File: config.mk
export PLATFORM = sky130hd
export DESIGN_NAME = instruction_fetch_unit
export DESIGN_NICKNAME = d
export VERILOG_FILES = /design/src/rtl/spu_fetch_pkg.sv /design/src/rtl/fetch_fifo.sv /design/src/rtl/instruction_fetch_unit.sv
export SDC_FILE = /design/constraint.sdc
export NUM_CORES = 1
export LEC_CHECK = 0
export ABC_AREA = 1
export BUFFER_PORTS_ARGS = -buffer_cell sky130_fd_sc_hd__buf_2
export CAP_MARGIN = 20
export CELL_PAD_IN_SITES_DETAIL_PLACEMENT = 0
export CELL_PAD_IN_SITES_GLOBAL_PLACEMENT = 2
export CORE_ASPECT_RATIO = 1.1
export CORE_MARGIN = 2
export CORE_UTILIZATION = 40
export CTS_CLUSTER_SIZE = 14
export DETAILED_ROUTE_END_ITERATION = 8
export PLACE_DENSITY = 0.84
export SLEW_MARGIN = 25
export SYNTH_ARGS = -nofsm -noshare
export SYNTH_HDL_FRONTEND = slang
export SYNTH_SLANG_ARGS = --single-unit
File: constraint.sdc
create_clock -name clk -period 11.2 [get_ports clk]
set_clock_uncertainty 0.2 [all_clocks]
set_input_delay 1.68 -clock clk [delete_from_list [all_inputs] [get_ports clk]]
set_output_delay 1.68 -clock clk [all_outputs]
set_load 0.005 [all_outputs]
File: src/rtl/spu_fetch_pkg.sv
// Shared types and constants for the SPU instruction fetch stage.
package spu_fetch_pkg;
    localparam int          PC_W          = 32;
    localparam int          DEF_BUF_DEPTH = 4;
    localparam logic [31:0] NOP_INSTR     = 32'h4020_0000;

    // One fetched instruction pair together with its byte address.
    typedef struct packed {
        logic [PC_W-1:0] addr;
        logic [31:0]     instr1;
        logic [31:0]     instr2;
        logic            slot_kill;
    } fetch_entry_t;
endpackage

File: src/rtl/fetch_fifo.sv
// In-order FIFO of fetched instruction pairs; flush empties it in one cycle.
module fetch_fifo
    import spu_fetch_pkg::*;
#(
    parameter  int DEPTH = 4,
    localparam int AW    = $clog2(DEPTH),
    localparam int CW    = AW + 1
) (
    input  logic         clk,
    input  logic         reset,
    input  logic         push,
    input  logic         pop,
    input  logic         flush,
    input  fetch_entry_t din,
    output fetch_entry_t dout,
    output logic [CW-1:0] occupancy,
    output logic         full,
    output logic         empty
);
    fetch_entry_t   mem [DEPTH];
    logic [AW-1:0]  wr_ptr;
    logic [AW-1:0]  rd_ptr;
    logic           do_push;
    logic           do_pop;

    assign full    = (occupancy == CW'(DEPTH));
    assign empty   = (occupancy == '0);
    assign do_push = push && !full;
    assign do_pop  = pop && !empty;
    assign dout    = mem[rd_ptr];

    always_ff @(posedge clk) begin
        if (do_push) begin
            mem[wr_ptr] <= din;
        end
    end

    // Pointers wrap naturally because DEPTH is a power of two.
    always_ff @(posedge clk) begin
        if (reset || flush) begin
            wr_ptr    <= '0;
            rd_ptr    <= '0;
            occupancy <= '0;
        end else begin
            if (do_push) wr_ptr <= wr_ptr + 1'b1;
            if (do_pop)  rd_ptr <= rd_ptr + 1'b1;
            occupancy <= occupancy + CW'(do_push) - CW'(do_pop);
        end
    end
endmodule

File: src/rtl/instruction_fetch_unit.sv
// Fetch stage: issues aligned pair requests under a credit limit, buffers
// responses and drives the IF/ID register, honouring stalls and redirects.
module instruction_fetch_unit
    import spu_fetch_pkg::*;
#(
    parameter int                 PCbitsize = PC_W,
    parameter int                 BUF_DEPTH = DEF_BUF_DEPTH,
    parameter logic [PCbitsize-1:0] RESET_PC = '0,
    parameter logic [31:0]        NOP_INSTR = spu_fetch_pkg::NOP_INSTR
) (
    input  logic                 clk,
    input  logic                 reset,
    input  logic                 stall,
    input  logic                 branch_taken,
    input  logic [PCbitsize-1:0] branch_target,
    output logic                 mem_req,
    output logic [PCbitsize-1:0] mem_addr,
    input  logic                 mem_gnt,
    input  logic                 mem_rvalid,
    input  logic [63:0]          mem_rdata,
    output logic [PCbitsize-1:0] PC_adderOut,
    output logic [31:0]          instruction1,
    output logic [31:0]          instruction2,
    output logic                 fetch_valid
);
    localparam int CW = $clog2(BUF_DEPTH) + 1;

    logic [PCbitsize-1:0] fetch_pc;
    logic [PCbitsize-1:0] resp_pc;
    logic [PCbitsize-1:0] target_aligned;
    logic [CW-1:0]        outstanding;
    logic [CW-1:0]        drop_cnt;
    logic [CW-1:0]        occupancy;
    logic [CW:0]          credit_used;
    logic                 kill_pending;
    logic                 fire;
    logic                 push;
    logic                 pop;
    logic                 full;
    logic                 empty;
    logic                 unused_bits;
    fetch_entry_t         push_entry;
    fetch_entry_t         head;

    assign target_aligned = {branch_target[PCbitsize-1:3], 3'b000};
    assign unused_bits    = ^{branch_target[1:0], full};

    // Buffered plus in-flight pairs may never exceed the FIFO depth.
    assign credit_used = {1'b0, occupancy} + {1'b0, outstanding};
    assign mem_req     = !reset && !branch_taken && (credit_used < (CW+1)'(BUF_DEPTH));
    assign mem_addr    = fetch_pc;
    assign fire        = mem_req && mem_gnt;

    assign push = mem_rvalid && (drop_cnt == '0) && !branch_taken;
    assign pop  = !empty && (!fetch_valid || !stall) && !branch_taken;

    assign push_entry = '{addr:      resp_pc,
                          instr1:    mem_rdata[63:32],
                          instr2:    mem_rdata[31:0],
                          slot_kill: kill_pending};

    fetch_fifo #(.DEPTH(BUF_DEPTH)) u_fifo (
        .clk       (clk),
        .reset     (reset),
        .push      (push),
        .pop       (pop),
        .flush     (branch_taken),
        .din       (push_entry),
        .dout      (head),
        .occupancy (occupancy),
        .full      (full),
        .empty     (empty)
    );

    // resp_pc tracks the address of the next response that will be kept.
    always_ff @(posedge clk) begin
        if (reset) begin
            fetch_pc     <= {RESET_PC[PCbitsize-1:3], 3'b000};
            resp_pc      <= {RESET_PC[PCbitsize-1:3], 3'b000};
            outstanding  <= '0;
            drop_cnt     <= '0;
            kill_pending <= 1'b0;
        end else begin
            outstanding <= outstanding + CW'(fire) - CW'(mem_rvalid);
            if (branch_taken) begin
                fetch_pc     <= target_aligned;
                resp_pc      <= target_aligned;
                drop_cnt     <= outstanding - CW'(mem_rvalid);
                kill_pending <= branch_target[2];
            end else begin
                if (fire) fetch_pc <= fetch_pc + PCbitsize'(8);
                if (mem_rvalid && (drop_cnt != '0)) drop_cnt <= drop_cnt - 1'b1;
                if (push) begin
                    resp_pc      <= resp_pc + PCbitsize'(8);
                    kill_pending <= 1'b0;
                end
            end
        end
    end

    always_ff @(posedge clk) begin
        if (reset) begin
            fetch_valid  <= 1'b0;
            PC_adderOut  <= '0;
            instruction1 <= NOP_INSTR;
            instruction2 <= NOP_INSTR;
        end else if (branch_taken) begin
            fetch_valid  <= 1'b0;
            instruction1 <= NOP_INSTR;
            instruction2 <= NOP_INSTR;
        end else if (pop) begin
            fetch_valid  <= 1'b1;
            PC_adderOut  <= head.addr + PCbitsize'(8);
            instruction1 <= head.slot_kill ? NOP_INSTR : head.instr1;
            instruction2 <= head.instr2;
        end else if (empty && !stall) begin
            fetch_valid  <= 1'b0;
            instruction1 <= NOP_INSTR;
            instruction2 <= NOP_INSTR;
        end
    end
endmodule

# [Word-level counts from Yosys, hierarchy flattened]
# Memory sizes are Yosys's and may differ from the RTL's. A register that Yosys moved wholly into a read port is not among the register bits.
# Cells that the tools add are included.
[word_totals] register_bits=175 mem_bits_rw=388 inputBits=102 output_inout_bits=130 elab_cells=76 memories=1
[op_classes] add_sub_neg=12 order_cmp=1 eq_ne=1 n_mux=18 bitwise_logic=1 reduce_logical=28
[mem_list] name="u_fifo.mem" words=4 width=97 read_ports=1 rd_ports_with_merged_regs=1 write_ports=1 line="fetch_fifo.sv:20" rtl="fetch_entry_t mem [DEPTH];"
[ops] cell="$mux 32" count=8
[ops] cell="$add 32x4->32 const B" count=3
[ops] cell="$logic_and 1x1->1" count=11
[ops] cell="$sub 3x1->3" count=3
[ops] cell="$reduce_bool 2->1" count=4
[ops] cell="$add 3x1->3" count=2
[ops] cell="$logic_not 1->1" count=6
[ops] cell="$logic_not 3->1" count=2
[ops] cell="$mux 1" count=6
[ops] cell="$mux 3" count=2
[ops] cell="$add 2x1->2 const B" count=2
[ops] cell="$add 3x3->4" count=1
[ops] cell="$lt 4x3->1 const B" count=1
[ops] cell="$mux 2" count=2
[ops] cell="$eq 3x3->1 const B" count=1
[ops] cell="$reduce_bool 3->1" count=1
[ops] cell="$sub 3x1->3 const B" count=1
[ops] cell="$logic_or 1x1->1" count=2
[ops] cell="$reduce_and 2->1" count=1
[ops] cell="$reduce_or 2->1" count=1
[ops] cell="$not 1->1" count=1

# [Depth between registers and ports, before layout]
[depth] ltp_word=7 depth_mapped=17 depth_no_buf=14

# [Hierarchy]
# From an unflattened synthesis, not the netlist that was laid out.
[unflattened] cells_unflattened=2354 area_unflattened_um2=23487.5
[modules_own_cells] mod="fetch_fifo" n_inst=1 cells_per_inst=1007 area_per_inst_um2=14829.2 seq_area_each_um2=11831.3
[modules_own_cells] mod="instruction_fetch_unit" n_inst=1 cells_per_inst=1347 area_per_inst_um2=8658.3 seq_area_each_um2=3243.1

# [Least setup slack after synthesis]
# Ideal clock, no wire load.
[synth_path] kind="input port to flip-flop" start="input port branch_taken" end="memory u_fifo.mem[0][0] (netlist bit) (enable)" setup_time_ns=0.548 t_arrival_ns=6.529 required_time_ns=10.452 path_slack_ns=3.924 cell_stages=7 path_buffers=2 cell_sequence="buf_2 > inv_2 > buf_2 > nand2_1 > a31oi_1 > inv_1 > nor2_1"
[synth_via] elab_chain_len=5
[synth_rtl] element="start: declaration" line="instruction_fetch_unit.sv:14" rtl="input logic branch_taken,"
[synth_rtl] element="$logic_not 1->1" line="instruction_fetch_unit.sv:54" rtl="assign push = mem_rvalid && (drop_cnt == '0) && !branch_taken;"
[synth_rtl] element="$logic_and 1x1->1" line="instruction_fetch_unit.sv:54"
[synth_rtl] element="$logic_and 1x1->1" line="fetch_fifo.sv:28" rtl="assign do_push = push && !full;"
[synth_rtl] element="named net u_fifo.do_push" line="fetch_fifo.sv:23" rtl="logic do_push;"
[synth_rtl] element="$mux 1" line="fetch_fifo.sv:33" rtl="if (do_push) begin"
[synth_rtl] element="$mux 1 (implied by the code)" line="fetch_fifo.sv:34" rtl="mem[wr_ptr] <= din;"
[synth_rtl] element="end: declaration" line="fetch_fifo.sv:20"
# The timed path passes the listed nets, and every way through them passes these cells.

# [Final worst setup path]
[layout_path] start="input port branch_taken" end="output port mem_req"
[layout_via] elab_chain_len=3
[layout_rtl] element="$logic_not 1->1" line="instruction_fetch_unit.sv:50" rtl="assign mem_req = !reset && !branch_taken && (credit_used < (CW+1)'(BUF_DEPTH));"
[layout_rtl] element="$logic_and 1x1->1 (2 in a row)" line="instruction_fetch_unit.sv:50"
[layout_rtl] element="end: declaration" line="instruction_fetch_unit.sv:16" rtl="output logic mem_req,"
# No other way between the ends.

==> impl_metrics.tcl <==
set metrics [dict create \
    status "completed" \
    fillers 5561 \
    yosysTopAreaCell "edfxtp_1" \
    overflow 0 \
    cts_hold_buf 0 \
    dp_cells 3333 \
    nNetsFinal 2752 \
    num_vias 17500 \
    fp.dieH_um 258 \
    grt_pass1_vias 17300 \
    drtPass1Iterations 7 \
    power_density_mw_per_mm2 165 \
    finalCritPeriodShare 0.505 \
    clockRootBuffer "clkbuf_16" \
    cts-htree-levels 2 \
    cts_buffers 56 \
    slew_headroom 0.331 \
    finalNonFillerCells 3440 \
    cap_violations 0 \
    synth_cell_types 45 \
    arrival_ps 3780 \
    wire_per_inst_um 18.4 \
    ir_drop_mv 0.0922 \
    hp-start "instruction1[4]" \
    multi_input_area_mm2 0.00754 \
    place_ws_ps 5270 \
    die_area_mm2 0.0605 \
    areaGrowthSynthToFinish_pct 14.8 \
    total_power_mw 4.42 \
    drtIter0Drc 1179 \
    grtUsageTotal 0.207 \
    slew_viol_final 0 \
    regArea_mm2 0.0147 \
    hold_path_class "reg -> reg" \
    crit_fanout 66 \
    fmax_ghz 0.177 \
    tritoncts "done" \
    boundaryPins 232 \
    clkLatencyLatePin_ps 620 \
    yosysWarnings 0 \
    post_cts_resized 0 \
    ys_seq_area_frac 0.626 \
    dp_hpwl_mm 40.4 \
    worst_setup_path_end_kind "primary output" \
    clock_path_buffers 3 \
    critPathLaunchType "primary input" \
    grt_pass1_wl_mm 98.4 \
    syn_area_per_cell_um2 9.56 \
    period_minus_slack_ps 5660 \
    hold_violations 0 \
    leakage_nw 10.4 \
    path_class "in -> out" \
    clk_pin_slew_worst_paths_ps 60 \
    crit_start "branch_taken" \
    finalSetupTns_ps 0 \
    clock-sinks 544 \
    syn_inst 2449 \
    synth_top_area_frac 0.482 \
    drt-total-wl_mm 63.5 \
    setup_ws_ps 5540 \
    yosysMostFrequentCell "nand2_1" \
    drive_above_1_share 0.136 \
    port-buffer-count 223 \
    ys_top_cells_by_area "edfxtp_1 (48%), dfxtp_1 (14%), nand2_1 (10%)" \
    antenna_found_initial 1 \
    rsz0062_at_grt "no" \
    die_w_um 235 \
    setup_viol 0 \
    finalWeightedCongestion 0.853 \
    cts_setup_buffers 0 \
    synth_edf_count 376 \
    grt_max_degree 93 \
    core_mm2 0.0582 \
    rows 93 \
    synthArstFlopShare 0 \
    synth.top_cells.by_count "nand2_1 (635), edfxtp_1 (376), nor2_1 (309), o21ai_0 (204), dfxtp_1 (168)" \
    reg2reg_from "drop_cnt[0]" \
    ant_nets 0 \
    worst_pin_slew_ps 1000 \
    ys_seq_elements 544 \
    worstPathRequired_ps 9320 \
    vias_per_cell 5.08 \
    remaining_drc_errors 0 \
    synthFlopType "edfxtp_1" \
    start_util 0.402 \
    syn_area_mm2 0.0234 \
]
==> per-stage QoR <==
step,instance area [um^2],hold slack [ps],util
after floorplan,23400,236,-
after global placement,25100,238,0.431
after detailed placement,25100,250,0.431
after CTS,26900,255,0.462
after global routing,26900,278,0.462
final,26900,255,0.462
==> worst max-delay path: stages <==
cell and delay (ps):
buf_2 550, inv_2 380, nand2_2 150, buf_4 710, nor3_2 110, buf_2 170
==> path summary, 6_finish.rpt <==
path	endpoint	slack, ps	depth (start not counted)
max	mem_req	5540	6
min	instruction1[4]	250	2
min reg2reg	instruction1[4]	250	2
max reg2reg	u_fifo.mem[3][3]	6950	10
==> cells by family (layout without fill, tap and decap cells) <==
group | Yosys count | after routing | share of synthesized area
and+or+nand+nor | 1121 | 1121 | 0.193
DFF | 544 | 544 | 0.626
AOI/OAI and AO/OA | 428 | 428 | 0.0984
buffers and inverters | 291 | 515 | 0.0542
xor gates and xnor gates | 45 | 45 | 0.0168
adders and majority gates | 19 | 19 | 0.0108
other | 1 | 8 | 0.000160
==> placed cells by master, fill, tap and decap left out, types with 11 or more instances in the layout <==
master / instances
a21oi_1: 115
a31oi_1: 27
buf_2: 223
buf_4: 20
clkbuf_1: 12
clkbuf_16: 56
clkinv_2: 11
dfxtp_1: 166
edfxtp_1: 376
ha_1: 17
inv_1: 161
nand2_1: 634
nand3_1: 117
nand4_1: 16
nor2_1: 305
nor3_1: 16
o21ai_0: 204
o22ai_1: 61
xnor2_1: 11
xor2_1: 34
==> per-layer routing <==
| layer | track usage | vias to the layer above | routed length [um] | share of wire |
|---|---|---|---|---|
| met1 | 0.255 | 8402 | 26900 | 0.42 |
| met2 | 0.378 | 355 | 32200 | 0.51 |
| met5 | 0 | - | 0 | 0 |
| li1 | - | 8630 | - | - |
| met3 | 0.0293 | 93 | 2790 | 0.044 |
| met4 | 0.0603 | 0 | 1550 | 0.024 |
==> power breakdown <==
part	total (mW)	switching (mW)	internal, mW
sequential	2.27	0.0520	2.22
clock	1.81	0.785	1.02
combinational	0.345	0.237	0.108
==> area by class of cell <==
class | count | share of cell area
sequential | 544 | 0.546
multi-input combinational | 1619 | 0.281
clock buffer | 76 | 0.0579
timing repair buffer | 243 | 0.0471
tap | 760 | 0.0354
inverter | 167 | 0.0235
clock inverter | 29 | 0.00941
antenna | 2 | 0.000186
==> state kept, by name, summed over array words and instances, names as in the netlist, 3 cells and up, named ones only <==
name and flops:
outstanding 3, u_fifo.occupancy 3, resp_pc 29, instruction1 32
PC_adderOut 29, mem_addr 29, instruction2 32, drop_cnt 3
u_fifo.mem 376
(Power assumes the default switching activity.)
